## config.mk

```make
export PLATFORM = sky130hd
export DESIGN_NAME = i2s_sample_serializer
export DESIGN_NICKNAME = d
export VERILOG_FILES = /design/src/rtl/i2s_pkg.sv /design/src/rtl/i2s_edge_detect.sv /design/src/rtl/i2s_sample_serializer.sv
export SDC_FILE = /design/constraint.sdc
export NUM_CORES = 1
export LEC_CHECK = 0
export CAP_MARGIN = 20
export CORE_MARGIN = 5
export CORE_UTILIZATION = 45
export CTS_BUF_LIST = sky130_fd_sc_hd__clkbuf_4
export DETAILED_ROUTE_END_ITERATION = 8
export PLACE_DENSITY = 0.77
export SLEW_MARGIN = 0
export SYNTH_ARGS = -nofsm -noshare
export SYNTH_HDL_FRONTEND = slang
export SYNTH_SLANG_ARGS = --single-unit
```

## constraint.sdc

```tcl
create_clock -name sck -period 2.65 [get_ports sck]
set_clock_uncertainty 0.05 [all_clocks]
set_input_delay 0.53 -clock sck [delete_from_list [all_inputs] [get_ports sck]]
set_output_delay 0.53 -clock sck [all_outputs]
set_load 0.02 [all_outputs]
```

## src/rtl/i2s_pkg.sv

```systemverilog
// Shared definitions for the I2S sample serializer: default word width and FSM encoding.
package i2s_pkg;

  localparam int SAMPLE_WIDTH_DEF = 16;

  typedef enum logic [1:0] {
    SYNC  = 2'd0,
    LEFT  = 2'd1,
    RIGHT = 2'd2
  } i2sState_t;

endpackage

```

## src/rtl/i2s_edge_detect.sv

```systemverilog
// Registers bck/lrck in the sck domain and derives the bck-fall and slot-boundary strobes.
module i2s_edge_detect (
  input  logic sck,
  input  logic reset,
  input  logic bck,
  input  logic lrck,
  output logic fall,
  output logic leftBound,
  output logic rightBound
);

  logic bckQ;
  logic lrckQ;

  assign fall       = bckQ & ~bck;
  assign leftBound  = fall &  lrckQ & ~lrck;
  assign rightBound = fall & ~lrckQ &  lrck;

  // lrck is only trusted at bck falls, where the oscillator changes it
  always_ff @(posedge sck) begin
    if (reset) begin
      bckQ  <= 1'b0;
      lrckQ <= 1'b0;
    end else begin
      bckQ <= bck;
      if (fall) lrckQ <= lrck;
    end
  end

endmodule

```

## src/rtl/i2s_sample_serializer.sv

```systemverilog
// I2S transmitter: one-frame holding register feeding an MSB-first shift register,
// with underrun detection at every left-slot boundary.
module i2s_sample_serializer
  import i2s_pkg::*;
#(
  parameter int SAMPLE_WIDTH = SAMPLE_WIDTH_DEF,
  parameter int CNT_WIDTH    = 8
) (
  input  logic                    sck,
  input  logic                    reset,
  input  logic                    bck,
  input  logic                    lrck,
  input  logic [SAMPLE_WIDTH-1:0] sample_left,
  input  logic [SAMPLE_WIDTH-1:0] sample_right,
  input  logic                    sample_valid,
  output logic                    sample_ready,
  output logic                    data,
  output logic                    underrun_pulse,
  output logic [CNT_WIDTH-1:0]    underrun_count
);

  i2sState_t state, stateNext;

  logic fall, leftBound, rightBound;
  logic loadRight;
  logic accept, full, fullNext;
  logic [SAMPLE_WIDTH-1:0] shiftReg, rightReg, holdL, holdR;

  i2s_edge_detect uEdge (
    .sck       (sck),
    .reset     (reset),
    .bck       (bck),
    .lrck      (lrck),
    .fall      (fall),
    .leftBound (leftBound),
    .rightBound(rightBound)
  );

  always_ff @(posedge sck) begin
    if (reset) state <= SYNC;
    else       state <= stateNext;
  end

  always_comb begin
    stateNext = state;
    loadRight = 1'b0;
    unique case (state)
      SYNC:  if (leftBound) stateNext = LEFT;
      LEFT: begin
        if (rightBound) begin
          stateNext = RIGHT;
          loadRight = 1'b1;
        end
      end
      RIGHT: if (leftBound) stateNext = LEFT;
      default: stateNext = SYNC;
    endcase
  end

  // A frame accepted on the boundary cycle lands in the holding register
  // after the boundary has already sampled full=0, so it serves the next frame.
  assign accept   = sample_valid & sample_ready;
  assign fullNext = (full & ~leftBound) | accept;

  always_ff @(posedge sck) begin
    if (reset) begin
      data           <= 1'b0;
      sample_ready   <= 1'b0;
      full           <= 1'b0;
      holdL          <= '0;
      holdR          <= '0;
      shiftReg       <= '0;
      rightReg       <= '0;
      underrun_pulse <= 1'b0;
      underrun_count <= '0;
    end else begin
      underrun_pulse <= 1'b0;
      full           <= fullNext;
      sample_ready   <= ~fullNext;

      if (accept) begin
        holdL <= sample_left;
        holdR <= sample_right;
      end

      // Every fall, boundary or not, emits the pending MSB (one-bck delay)
      if (fall) data <= (state == SYNC) ? 1'b0 : shiftReg[SAMPLE_WIDTH-1];

      if (leftBound) begin
        if (full) begin
          shiftReg <= holdL;
          rightReg <= holdR;
        end else begin
          shiftReg       <= '0;
          rightReg       <= '0;
          underrun_pulse <= 1'b1;
          if (underrun_count != {CNT_WIDTH{1'b1}}) underrun_count <= underrun_count + 1'b1;
        end
      end else if (loadRight) begin
        shiftReg <= rightReg;
      end else if (fall) begin
        shiftReg <= {shiftReg[SAMPLE_WIDTH-2:0], 1'b0};
      end
    end
  end

endmodule
```

==> results_dict.tcl <==
set metrics [dict create \
    fmax_mhz 483.0 \
    die_area_mm2 0.009353 \
    drt_iter0_markers 163 \
    cts_buffers 9 \
    drc 0 \
    cts_resized 0 \
    ys_warn_count 0 \
    cpPeakStageDelay_ps 640 \
    clk_path_buf_depth 2 \
    crit_buf_inv 1 \
    yosysTopAreaCellShare 0.4734 \
    synth_edf_count 0 \
    p_sw_frac 0.2288 \
    viasPerCell 5.485 \
    design.core.area_mm2 0.007292 \
    finalSetupTns_ps 0 \
    clk_pin_slew_worst_paths_ps 120 \
    slew_headroom 0.6013 \
    synth-seq-area-share 0.4734 \
    port_buffers 47 \
    end_kind "primary output" \
    cp.arrival_ps 1490 \
    core.rowCount 31 \
    syn_nets 457 \
    status "complete, no violations" \
    tightestPinTransition_ps 598.0 \
    power.density_mw_per_mm2 575.7 \
    holdWs_ps 406.1 \
    gr-usage-all-layers 0.1672 \
    vdd_drop_max_mv 0.3173 \
    ys_types 37 \
    synth_most_common_cell "nand2_1" \
    critical_path_required_ps 2070 \
    first_global_vias 2955 \
    routed_wl_mm 7.749 \
    clockPowerShare 0.379 \
    cts-root-buf "clkbuf_4" \
    totalPowerFinal_uw 2371 \
    timing_hold_violations_final 0 \
    ant_nets 0 \
    cap_violations 0 \
    cp-start-kind "flip-flop" \
    antenna_found_initial 0 \
    fin_nets 491 \
    rsz0062_at_grt "false" \
    postCtsSetupRepairBufs 0 \
    fp.dieW_um 96.71 \
    cts_htree_levels 3 \
    clk_latency_ps 420 \
    grt_overflow 0 \
    syn_to_final_growth_pct 21.75 \
    antenna_cells 0 \
    crit_family "buffers and inverters" \
    ios 48 \
    post_drt_wl_per_cell_um 13.91 \
    path_max_fanout 6 \
    drive_above_1_share 0.06987 \
    synth_common_cells "106 x nand2_1, 80 x dfxtp_1, 60 x a21oi_1" \
    filler_cell_count 725 \
    grt_max_degree 57 \
    initial_core_util 0.4640 \
    die_h_um 96.71 \
    critPathKind "flip-flop to primary output" \
    yosysTopAreaCell "dfxtp_1" \
    p_int_uw 1829 \
    hold_path_class "flip-flop to flip-flop" \
    async_flop_share 0 \
    p_switching_uw 542.5 \
    cp_cell_sequence "clkdlybuf4s50_1" \
    hpwl_mm 5.228 \
    sequentialPowerShare 0.534 \
    ys_ff_latch 80 \
    slew_violations 0 \
    pwr-share-comb 0.088 \
    netlist_area_mm2 0.003383 \
    post-route-period-util 0.7812 \
    holdBufCountCts 0 \
    grt_pass1_wl_mm 13.29 \
    netlist_instances 419 \
    clock-sinks 80 \
    avgSynthCellArea_um2 8.075 \
    cts_tree "built" \
    place_congestion 0.8578 \
    dr.pass1.iters 5 \
    p_leak_uw 0.001336 \
    finalCriticalPeriod_ps 2070 \
    synth.top_cells.by_area "dfxtp_1 47%, nand2_1 12%, a21oi_1 8.9%" \
    num_vias 3055 \
    crit_slowest_cell "clkdlybuf4s50_1" \
    ys.flop_type "dfxtp_1" \
    setup_viol 0 \
]
## per-stage QoR
| stage | instances | worst slack, ps | area [um2] | utilization |
|---|---|---|---|---|
| 2_1_floorplan | 419 | 762.3 | 3383 | - |
| 3_3_place_gp | 541 | 279.2 | 3936 | 0.5398 |
| 3_5_place_dp | 541 | 219.6 | 3936 | 0.5398 |
| 4_1_cts | 557 | 560.3 | 4119 | 0.5649 |
| 5_1_grt | 557 | 491.5 | 4119 | 0.5649 |
| 6_report | 557 | 579.7 | 4119 | 0.5649 |
## final timing paths
path / to / slack [ps] / startpoint / cells past startpoint
max: underrun_count[3] / 580 / underrun_count[3] / 1
min: data / 410 / data / 2
max reg2reg: underrun_count[7] / 700 / underrun_count[0] / 5
min reg2reg: data / 410 / data / 2
## power groups by stage
| stage | clock network [uW] | registers, uW | logic [uW] |
|---|---|---|---|
| floorplan | 0 | 1290 | 121 |
| global placement | 0 | 1290 | 205 |
| detailed placement | 0 | 1290 | 210 |
| CTS | 920 | 1270 | 209 |
| global route | 974 | 1270 | 230 |
| finish | 898 | 1270 | 208 |
## cell families (layout without fill, tap and decap cells)
kind of cell | count (synthesis) | in the layout | share of synthesized area
simple gates | 166 | 166 | 0.2315
compound gates | 120 | 120 | 0.2286
flops | 80 | 80 | 0.4734
buf+inv | 51 | 90 | 0.06028
fa+ha+maj | 1 | 1 | 0.003698
xor+xnor | 1 | 1 | 0.002589
## final cells by class
class                      count  area, um2  share of cell area
clock buffer                  10      75.07             0.01823
clock inverter                 6      107.6             0.02612
inverter                      16      60.06             0.01458
multi-input combinational    288       1578              0.3830
sequential                    80       1602              0.3888
tap                           99      123.9             0.03007
timing repair buffer          58      573.1              0.1391
## sequential cells by signal (all words and copies together) (netlist names)
name / cells
full: 1
underrun_count: 8
rightReg: 16
uEdge.lrckQ: 1
underrun_pulse: 1
data: 1
shiftReg: 16
state: 2
sample_ready: 1
uEdge.bckQ: 1
holdL: 16
holdR: 16
## metal layers
metal / vias up / part of all wire / global-route usage
li1: 1538 / - / -
met1: 1433 / 0.46 / 0.2085
met2: 71 / 0.49 / 0.2845
met3: 13 / 0.037 / 0.03309
met4: 0 / 0.016 / 0.06263
met5: - / 0 / 0
## tightest hold or removal path: cells and delay by family, from the launching register on
family / cells / cell delay [ps]
AND/OR/NAND/NOR: 1 / 50
flip-flops: 1 / 330
AO/OA/AOI/OAI: 1 / 50
## placed cells by master, fill, tap and decap left out, types with 2 or more instances in the layout
cell             count
a211oi_1             3
a21oi_1             60
a221oi_1            29
buf_12               2
buf_4                9
bufinv_16            3
clkbuf_4            10
clkdlybuf4s50_1     46
clkinv_2             2
dfxtp_1             80
inv_1               16
nand2_1            106
nand2b_1            18
nand3_1             19
nor2_1               3
nor2b_1              4
nor3_1               3
o21ai_0              4
o22ai_1             15
o31ai_1              3
or4_1                3
Power figures use the tool's default switching activity.
==> RTL change 1 (config.mk and constraints unchanged) <==
The 3 states of `i2sState_t` get a one-hot encoding in 3 bits.
--- a/src/rtl/i2s_pkg.sv
+++ b/src/rtl/i2s_pkg.sv
@@ -4,8 +4,8 @@
   localparam int SAMPLE_WIDTH_DEF = 16;
 
-  typedef enum logic [1:0] {
-    SYNC  = 2'd0,
-    LEFT  = 2'd1,
-    RIGHT = 2'd2
+  typedef enum logic [2:0] {
+    SYNC  = 3'b001,
+    LEFT  = 3'b010,
+    RIGHT = 3'b100
   } i2sState_t;
 
Function: same outputs for any inputs over 10 cycles, from zero or initial values and one cycle with reset high; not proved beyond that.
==> RTL change 1 against the original RTL <==
- via count is 4.9% lower
- final area is 3.8% lower
- first-iteration DRC count is 39% higher
- fmax is 0.36% lower
- count of clock-buffer cells in the layout stayed put
- register-to-register slack better by 0.13 ns
- total power is 8.8% lower
- routed wire length is 5.3% lower
- synthesized cell count is 3.6% lower
- sequential cell count is 1 higher
- die area is 2.9% lower
- area after synthesis is 3.2% lower
- setup slack worse by 0.0075 ns
- critical endpoint is now underrun_count[0]
- largest power group unchanged
==> RTL change 1: results (changes against the original RTL) <==
- Gpl congestion: 0.7646 (-11%)
- Post-synthesis net count: 442 (-3.3%)
- Clock power share: 32.2% (-5.7 points)
- Sequential fraction of the synthesis area: 49.52% (+2.2 points)
- Gr usage total: 17.07% (+0.35 points)
- Clock Network Area Fraction: 3.380% (-1.1 points)
- Critical-path maximum fanout: 5 (-1)
- R2R setup slack: 0.83 ns (+0.13 ns)
- Signal inverters: 2 (-14)
- Post-synth top cells: nand2_1 (94), dfxtp_1 (81), a21oi_1 (70)
- Post-layout net count: 477 (-2.9%)
- Largest net degree at the start of global routing: 64 (+12%)
- Hold EP: rightReg[9]$_SDFFE_PP0P_
- Vias in the first global route: 2,720 (-8.0%)
- Fill cells: 680 (-6.2%)
- CTS H-tree depth: 3 (unchanged)
- Clock Latency Late Sink: 0.41 ns
- ANT cells: 0 (unchanged)
- CP endpoint: underrun_count[0]
- Global-route wire length before repair: 12,250 µm (-7.8%)
- Critical hold path startpoint: rightReg[9]$_SDFFE_PP0P_
- Worst slew pin tran: 0.5626 ns (-0.03546 ns)
- Final wirelength: 7340 µm (-5.3%)
- Seq area share: 40.94% (+2.1 points)
- DR iter-0 viols: 227 (+39%)
- Share of cells above drive strength 1: 7.658% (+0.67 points)
- Non-clk buf share: 14.28% (+0.36 points)
- Static leakage: 0.001301 µW (-2.6%)
- Reg power frac: 59.0% (+5.6 points)
- Pre-antenna DRT Iters: 4 (-1)
- Pwr dens: 546.0 nW/µm² (-5.2%)
- Via count: 2,906 (-4.9%)
- Most area-consuming cells after synthesis: dfxtp_1 (50%), nand2_1 (11%), a21oi_1 (11%)
- Final HPWL DP: 4952 µm (-5.3%)
- Worst vdd rail ir drop: 221.7 µV (-30%)
- Seq cells post-synth: 81 (+1.3%)
- Outcome: complete, no violations
- Net Sw Power: 520.4 µW (-4.1%)
- Footprint of the multi-input gates: 1509 µm² (-4.4%)
- Netlist cell types: 42 (+14%)
- Initial antenna violation count: 0 (unchanged)
## RTL change 1: metal layers
layer	up-vias	global-route usage, %	routed length (µm)
li1	1475	-	-
met4	0	6.731	121
met5	-	0	0
met3	12	3.157	343
met2	67	27.70	3645
met1	1352	22.40	3231
## RTL change 1: metrics by stage
step           utilization [%]  hold slack (ns)  setup WS (ns)  instances  instance area, µm²
2_1_floorplan                -           0.3821         0.7325        404                3274
3_5_place_dp             53.34           0.3954         0.1984        527                3827
3_3_place_gp             53.34           0.3919         0.2617        527                3827
6_report                 55.20           0.4108         0.5722        543                3961
4_1_cts                  55.20           0.4121         0.5353        543                3961
5_1_grt                  55.20           0.4266         0.4611        543                3961
## RTL change 1: cell families after synthesis
logic type	after synthesis	synth area share, %
compound gates	98	18.15
xor+xnor	2	0.5351
fa+ha+maj	1	0.3821
buf+inv	35	4.586
flops	81	49.52
mux	2	0.6496
simple gates	185	26.17
==> RTL change 2 (same settings) <==
Without the edit above. `CNT_WIDTH`: 8 -> 7.
--- a/src/rtl/i2s_sample_serializer.sv
+++ b/src/rtl/i2s_sample_serializer.sv
@@ -5,5 +5,5 @@
 #(
   parameter int SAMPLE_WIDTH = SAMPLE_WIDTH_DEF,
-  parameter int CNT_WIDTH    = 8
+  parameter int CNT_WIDTH    = 7
 ) (
   input  logic                    sck,
Interface: changed (resized underrun_count); port bits go from 48 to 47. The function was not compared with the original's and may differ.
==> RTL change 2 against the original RTL <==
- first-iteration DRC count up 51%
- final area down 8.8%
- routed wire length down 8.1%
- count of clock-buffer cells in the layout up 1
- total power down 9.9%
- sequential cell count down 1
- non-clock buffer count down 1
- area after synthesis down 8.2%
- synthesized cell count down 10%
- setup slack worse by 0.011 ns
- largest cell class unchanged
- largest power group unchanged
==> RTL change 2: results (changes against the original RTL) <==
- M1 WL: 3322 µm (-7.2%)
- Worst vdd rail ir drop: 288.1 µV (-9.2%)
- Met3 usage: 4.103% (+0.79 points)
- Fill cells: 623 (-14%)
- Hold EP: rightReg[6]$_SDFFE_PP0P_
- Critical hold path startpoint: rightReg[6]$_SDFFE_PP0P_
- Dpl ws: 0.05876 ns (-0.1608 ns)
- Non-filler cells, final: 495 (-11%)
- Post-synth top cells: nand2_1 (86), dfxtp_1 (79), a21oi_1 (56)
- CP endpoint: underrun_count[5]$_SDFFE_PP0P_
- CTS Root Cell: clkbuf_4
- Vias in the first global route: 2,546 (-14%)
- Post-synthesis net count: 414 (-9.4%)
- Outcome: complete, no violations
- Avg Inst Size Synth: 8.259 µm² (+2.3%)
- Share of cells above drive strength 1: 6.506% (-0.48 points)
- Routed length on met3: 484 µm (+70%)
- Met2 WL: 3197 µm (-15%)
- Crit path from: lrck
- DR iter-0 viols: 246 (+51%)
- Worst slew pin tran: 0.6268 ns (+0.02873 ns)
- Largest net degree at the start of global routing: 47 (-18%)
- Max stage delay on crit path: 0.50 ns (-0.14 ns)
- Worst path arrival time: 2.39 ns (+0.90 ns)
- Logic power comb: 192 µW (-8%)
- Vias per cell: 5.648 (+3.0%)
- Gr usage total: 17.32% (+0.61 points)
- Post-layout net count: 449 (-8.6%)
- Most area-consuming cells after synthesis: dfxtp_1 (51%), nand2_1 (10%), a21oi_1 (9.0%)
- PortBufs: 46 (-2.1%)
- Gpl congestion: 0.7846 (-8.5%)
- Sequential fraction of the synthesis area: 50.93% (+3.6 points)
- Placed Cells: 479 (-11%)
- Final Critical Period: 2.082 ns (+0.01150 ns)
- Final HPWL DP: 4712 µm (-9.9%)
- Static leakage: 0.001316 µW (-1.5%)
- WHS Path Cells: 2 (unchanged)
- Pre-antenna DRT Iters: 4 (-1)
- M1 GR Usage: 23.56% (+2.7 points)
- Placed cell areas: 3617 µm² (-8.1%)
- Global-route wire length before repair: 12,130 µm (-8.7%)
- Critical-path maximum fanout: 10 (+4)
- Sw Ratio: 24.02% (+1.1 points)
- Net Sw Power: 513.4 µW (-5.4%)
- Grt met2 use: 25.91% (-2.5 points)
- Routed len/inst: 14.39 µm (+3.4%)
- Netlist cell types: 32 (-14%)
==> RTL change 2: cells by family after synthesis <==
| logic type | after synthesis | share of synthesized area [%] |
|---|---|---|
| compound gates | 98 | 20.63 |
| xor+xnor | 1 | 0.2821 |
| fa+ha+maj | 1 | 0.4028 |
| buf+inv | 35 | 4.472 |
| flops | 79 | 50.93 |
| mux | 1 | 0.3223 |
| simple gates | 161 | 22.97 |
==> RTL change 2: per-stage QoR <==
stage,hold slack [ns],utilization (%)
after floorplan,0.3820,-
after global placement,0.3903,53.54
after detailed placement,0.3964,53.54
after CTS,0.4112,55.46
after global routing,0.4205,55.57
final,0.4127,55.57
==> RTL change 2: final cells by class <==
class | count | share of cell area (%)
multi-input combinational | 262 | 36.89
tap | 80 | 2.666
clock buffer | 11 | 2.199
inverter | 2 | 0.1999
timing repair buffer | 57 | 14.66
sequential | 79 | 42.12
clock inverter | 4 | 1.266
